$ cat src/rtl/engine_divide_signed_ctrl.sv
// Signed/unsigned front/back-end for an external unsigned multi-cycle divider.
// Optional ENGINE_DIVIDE_SHORTCUT_EN resolves |d|>|n| and |d|==1 without the divider.
module engine_divide_signed_ctrl #(
    parameter int WIDTH = 32
) (
    input  logic             clock,
    input  logic             clock_areset_n,
    input  logic             req_valid,
    output logic             req_ready,
    input  logic             req_signed,
    input  logic [WIDTH-1:0] req_numerator,
    input  logic [WIDTH-1:0] req_denominator,
    output logic             rsp_valid,
    input  logic             rsp_ready,
    output logic [WIDTH-1:0] rsp_quotient,
    output logic [WIDTH-1:0] rsp_remainder,
    output logic             rsp_div_zero,
    output logic             rsp_overflow,
    output logic             div_go,
    output logic [WIDTH-1:0] div_numerator,
    output logic [WIDTH-1:0] div_denominator,
    input  logic             div_busy,
    input  logic             div_result_valid,
    input  logic [WIDTH-1:0] div_quotient,
    input  logic [WIDTH-1:0] div_remainder
);
    localparam logic [WIDTH-1:0] MIN  = {1'b1, {(WIDTH-1){1'b0}}};
    localparam logic [WIDTH-1:0] ONES = '1;

    typedef enum logic [2:0] {S_IDLE, S_PREP, S_ISSUE, S_WAIT, S_FIXUP, S_RESP} state_t;
    state_t state, state_nxt;

    logic             sgn_r;
    logic [WIDTH-1:0] num_r, den_r, uq_r, ur_r;

    // Operand registers stay stable from accept to response, so signs/magnitudes stay combinational.
    logic             neg_n, neg_d, is_zero, is_ovf, bypass;
    logic [WIDTH-1:0] mag_n, mag_d, byp_uq, byp_ur, fix_uq, fix_ur, fix_q, fix_r;

    assign neg_n   = sgn_r & num_r[WIDTH-1];
    assign neg_d   = sgn_r & den_r[WIDTH-1];
    assign mag_n   = neg_n ? -num_r : num_r;
    assign mag_d   = neg_d ? -den_r : den_r;
    assign is_zero = (den_r == '0);
    assign is_ovf  = sgn_r && (num_r == MIN) && (den_r == ONES);

`ifdef ENGINE_DIVIDE_SHORTCUT_EN
    always_comb begin
        bypass = 1'b0;
        byp_uq = '0;
        byp_ur = '0;
        if (mag_d > mag_n) begin
            bypass = 1'b1;
            byp_ur = mag_n;
        end else if (mag_d == WIDTH'(1)) begin
            bypass = 1'b1;
            byp_uq = mag_n;
        end
    end
`else
    assign bypass = 1'b0;
    assign byp_uq = '0;
    assign byp_ur = '0;
`endif

    // Sign fixup is shared by the PREP bypass path and the FIXUP state.
    assign fix_uq = (state == S_PREP) ? byp_uq : uq_r;
    assign fix_ur = (state == S_PREP) ? byp_ur : ur_r;
    assign fix_q  = (neg_n ^ neg_d) ? -fix_uq : fix_uq;
    assign fix_r  = neg_n ? -fix_ur : fix_ur;

    always_ff @(posedge clock or negedge clock_areset_n) begin
        if (!clock_areset_n) state <= S_IDLE;
        else                 state <= state_nxt;
    end

    always_comb begin
        state_nxt = state;
        case (state)
            S_IDLE:  if (req_valid) state_nxt = S_PREP;
            S_PREP:  state_nxt = (is_zero || is_ovf || bypass) ? S_RESP : S_ISSUE;
            S_ISSUE: if (!div_busy) state_nxt = S_WAIT;
            S_WAIT:  if (div_result_valid) state_nxt = S_FIXUP;
            S_FIXUP: state_nxt = S_RESP;
            S_RESP:  if (rsp_ready) state_nxt = S_IDLE;
            default: state_nxt = S_IDLE;
        endcase
    end

    always_comb begin
        req_ready = (state == S_IDLE);
        rsp_valid = (state == S_RESP);
        div_go    = (state == S_ISSUE) && !div_busy;
    end

    always_ff @(posedge clock or negedge clock_areset_n) begin
        if (!clock_areset_n) begin
            sgn_r           <= 1'b0;
            num_r           <= '0;
            den_r           <= '0;
            uq_r            <= '0;
            ur_r            <= '0;
            div_numerator   <= '0;
            div_denominator <= '0;
            rsp_quotient    <= '0;
            rsp_remainder   <= '0;
            rsp_div_zero    <= 1'b0;
            rsp_overflow    <= 1'b0;
        end else begin
            case (state)
                S_IDLE: if (req_valid) begin
                    sgn_r <= req_signed;
                    num_r <= req_numerator;
                    den_r <= req_denominator;
                end
                S_PREP: begin
                    div_numerator   <= mag_n;
                    div_denominator <= mag_d;
                    rsp_div_zero    <= 1'b0;
                    rsp_overflow    <= 1'b0;
                    if (is_zero) begin
                        rsp_quotient  <= ONES;
                        rsp_remainder <= num_r;
                        rsp_div_zero  <= 1'b1;
                    end else if (is_ovf) begin
                        rsp_quotient  <= MIN;
                        rsp_remainder <= '0;
                        rsp_overflow  <= 1'b1;
                    end else if (bypass) begin
                        rsp_quotient  <= fix_q;
                        rsp_remainder <= fix_r;
                    end
                end
                S_WAIT: if (div_result_valid) begin
                    uq_r <= div_quotient;
                    ur_r <= div_remainder;
                end
                S_FIXUP: begin
                    rsp_quotient  <= fix_q;
                    rsp_remainder <= fix_r;
                    rsp_div_zero  <= 1'b0;
                    rsp_overflow  <= 1'b0;
                end
                default: ;
            endcase
        end
    end
endmodule

$ cat config.mk
export PLATFORM = sky130hd
export DESIGN_NAME = engine_divide_signed_ctrl
export DESIGN_NICKNAME = d
export VERILOG_FILES = /design/src/rtl/engine_divide_signed_ctrl.sv
export SDC_FILE = /design/constraint.sdc
export NUM_CORES = 1
export LEC_CHECK = 0
export CAP_MARGIN = 10
export CORE_UTILIZATION = 64
export DETAILED_ROUTE_END_ITERATION = 10
export DONT_BUFFER_PORTS = 1
export GPL_ROUTABILITY_DRIVEN = 0
export GPL_TIMING_DRIVEN = 0
export PLACE_DENSITY = 0.8
export SYNTH_ARGS = -nofsm -noshare
export SYNTH_HDL_FRONTEND = slang
export SYNTH_SLANG_ARGS = --single-unit
export TNS_END_PERCENT = 50
$ cat constraint.sdc
create_clock -name clock -period 5.4 [get_ports clock]
set_clock_uncertainty 0.05 [all_clocks]
set_input_delay 0.81 -clock clock [delete_from_list [all_inputs] [get_ports clock]]
set_output_delay 0.81 -clock clock [all_outputs]
set_load 0.03 [all_outputs]
==> results_dict.tcl, run 1 <==
set metrics [dict create \
    status "complete, but fails checks" \
    placementRows 51 \
    clock-sinks 262 \
    end_kind "register" \
    maxCapViolCount 0 \
    cts_buffers 26 \
    die_area_sq_mm 0.0209 \
    critPathLaunchType "register" \
    required_ns 5.77 \
    p_leak_nw 5.76 \
    drt_first_pass_iters 6 \
    yosys.area_share.xor_xnor_pct 7.00 \
    clock_path_buffers 3 \
    clkLatencyLatePin_ns 0.54 \
    netlist_area_sq_mm 0.0130 \
    synth-simple-area-share_pct 13.7 \
    grtUsageMet1_pct 46.3 \
    clkPwrFrac_pct 16.7 \
    fin_crit_ns 5.13 \
    io_pins 268 \
    synth_top_family_by_area "compound AO/OA/AOI/OAI gates" \
    yosysSeqAreaShare_pct 50.4 \
    rsz0062_at_grt "no" \
    track_usage_pct 35.0 \
    postSynthCellCount 1252 \
    ant_nets 0 \
    setup_tns_ns 0 \
    final_cell_mix "dfrtp_1, mux2_2, o21ai_0, nand2_1, nor2_1" \
    fillers 1425 \
    via_per_inst 6.57 \
    r2r-end "rsp_quotient[26]$_DFFE_PN0P_" \
    grt_first_pass_wirelength_mm 55.7 \
    violations "negative hold slack" \
    overflow 0 \
    seq_power_share_pct 48.6 \
    r2r_start "state[1]$_DFFE_PN0P_" \
    r2r_cells 13 \
    fp.coreArea_sq_mm 0.0197 \
    final_util_pct 71.9 \
    synth.avg_cell_area_sq_um 10.4 \
    whs_ns -0.0854 \
    rrSetupSlack_ns 0.27 \
    post-place-cells 1517 \
    synth.area.mux_share_pct 10.9 \
    route.vias.total 10300 \
    p_per_area_mw_per_mm2 734 \
    wl_per_cell_microns 23.2 \
    nets 1420 \
    ys_async_sr_fraction_pct 100 \
    antenna_found_initial 5 \
    critical_path_class "register to register" \
    fin_crit_sh_pct 95.1 \
    grt_max_degree 263 \
    synth-seq-cells 262 \
    startpoint "state[1]$_DFFE_PN0P_" \
    setup_viol 0 \
    cts_max_level 1 \
    worst_pin_slew_ns 1.19 \
    stdcell_count 1564 \
    drive_above_1_share_pct 13.3 \
    port_buffers 0 \
    path_max_fanout 10 \
    drtIter0Drc 988 \
    p_sw_mw 4.82 \
    place_hpwl_mm 26.1 \
    fmax_mhz 195 \
    met3_usage_pct 9.80 \
    ys_types 57 \
    comb_power_share_pct 34.7 \
    yosys_warnings 0 \
    vdd_drop_max_v 0.000454 \
    crit_arrival_ns 5.50 \
    min_path_type "input port to async pin" \
    slew_viol_final 0 \
    grt.busiest_layer "met2" \
    final_common_cell "dfrtp_1" \
    switching_share_pct 46.3 \
    synth_nets 1392 \
    clk_pin_slew_ns 0.06 \
    die_w_microns 145 \
    die_y_microns 145 \
    routed_wirelength_mm 36.3 \
    ys.flop_type "dfrtp_1" \
    root_buffer "clkbuf_16" \
    synth_fa_ha_area_share_pct 0.481 \
    relSlewSlack_pct 20.2 \
    syn_to_final_growth_pct 8.86 \
    drcViolationCount 0 \
    grt_pass1_vias 9916 \
    synth-edff-count 0 \
    hold_viol 248 \
    use_met2_pct 56.1 \
    cts_tree "done" \
    internal_power_mw 5.59 \
    synth_compound_area_share_pct 14.7 \
    start_util_pct 66.0 \
]
-- synth_stat cells (all sizes together), types with 3 or more instances --
cell type	number	area, sq um
dfrtp	262	6560
mux2	125	1410
o21ai	117	586
nand2	114	428
nor2	94	353
clkbuf	69	259
xnor2	57	499
a21oi	56	280
xor2	47	412
a221o	43	430
nor3	42	210
nand4	23	144
nor4	17	106
or3	14	87.6
or4	14	105
nand3	13	65.1
o31ai	13	97.6
a21o	12	90.1
a31oi	11	68.8
buf	11	73.8
o41ai	11	96.3
inv	10	37.5
and3	9	56.3
and2	7	43.8
and4	5	43.8
ha	5	62.6
o21a	5	37.5
a22oi	4	30.0
nand2b	4	25.0
nor4b	4	35.0
a2111o	3	33.8
a211oi	3	22.5
nor2b	3	18.8
-- critical path: stages (launching register included) --
cell,delay [ns]
dfrtp_1,0.34
clkbuf_1,0.30
or3b_2,0.19
clkbuf_1,0.58
clkbuf_1,0.58
clkbuf_1,0.53
clkbuf_2,0.40
nand2_1,0.10
ha_1,0.18
clkbuf_1,0.22
a211oi_1,0.71
o31ai_1,0.22
and3_1,0.25
a2111o_1,0.37
-- power by group through the flow --
stage	Combinational, mW	Clock, mW	Sequential, mW
after floorplan	2.85	0	4.59
after global placement	3.41	0	4.99
after detailed placement	3.54	0	5.03
after CTS	3.59	1.76	5.02
after global routing	3.99	1.82	5.18
final	3.61	1.74	5.06
-- worst max path at each step --
| stage | end | slack [ns] | cells past startpoint |
|---|---|---|---|
| 4_1_cts | rsp_quotient[24]$_DFFE_PN0P_ | 0.15 | 13 |
| 2_1_floorplan | rsp_remainder[22]$_DFFE_PN0P_ | 1.54 | 15 |
| 6_report | rsp_quotient[26]$_DFFE_PN0P_ | 0.27 | 13 |
| 3_3_place_gp | rsp_quotient[26]$_DFFE_PN0P_ | 0.22 | 13 |
| 3_5_place_dp | rsp_remainder[22]$_DFFE_PN0P_ | 0.21 | 15 |
| 5_1_grt | rsp_remainder[26]$_DFFE_PN0P_ | 0.04 | 15 |
-- sequential cells by signal, indices dropped and copies added, names as in the netlist --
register and flops:
den_r 32, div_denominator 32, div_numerator 32, num_r 32, rsp_quotient 32, rsp_remainder 32
uq_r 32, ur_r 32, state 3, rsp_div_zero 1, rsp_overflow 1, sgn_r 1
-- what timing repair did --
item	CTS	global route
endpoints found under the setup margin	0	12
endpoints found under the hold margin	262	262
resized for setup	0	3
setup buffers	0	0
-- area by class of cell --
| class | instances | area [sq um] | area share (%) |
|---|---|---|---|
| Multi-Input combinational cell | 900 | 6100 | 43.0 |
| Clock inverter | 4 | 56.3 | 0.397 |
| Antenna cell | 5 | 12.5 | 0.0883 |
| Tap cell | 265 | 332 | 2.34 |
| Sequential cell | 262 | 6560 | 46.3 |
| Buffer | 80 | 334 | 2.36 |
| Inverter | 10 | 37.5 | 0.265 |
| Clock buffer | 38 | 746 | 5.26 |
-- cells by family (layout without fill, tap and decap cells) --
logic type	count (synthesis)	count (layout)
buffers and inverters	90	132
and+or+nand+nor	371	371
adders and majority gates	5	5
DFF	262	262
xor gates and xnor gates	104	104
other	0	5
AOI/OAI and AO/OA	294	294
muxes	126	126
-- per-stage QoR --
step	power (mW)	setup WS (ns)	cell area (sq um)
floorplan	7.44	1.54	13000
global placement	8.40	0.224	13300
detailed placement	8.57	0.207	13300
CTS	10.4	0.152	14200
global route	11.0	0.0416	14200
finish	10.4	0.265	14200
-- metal layers --
layer  vias to the layer above  wire, microns
li1                       4613              -
met1                      5042          14300
met2                       540          16900
met3                        77           4040
met4                         6           1030
met5                         -             35
No activity file was read; power rests on OpenSTA's default activity.
==> run 2, diff against run 1 <==
--- a/config.mk
+++ b/config.mk
@@ -5,6 +5,7 @@
 export SDC_FILE = /design/constraint.sdc
 export NUM_CORES = 1
 export LEC_CHECK = 0
+export ABC_AREA = 0
 export CAP_MARGIN = 10
 export CORE_UTILIZATION = 64
 export DETAILED_ROUTE_END_ITERATION = 10
==> results of run 2 <==
No change in the layout: final DEF, timing and power equal those of run 1.
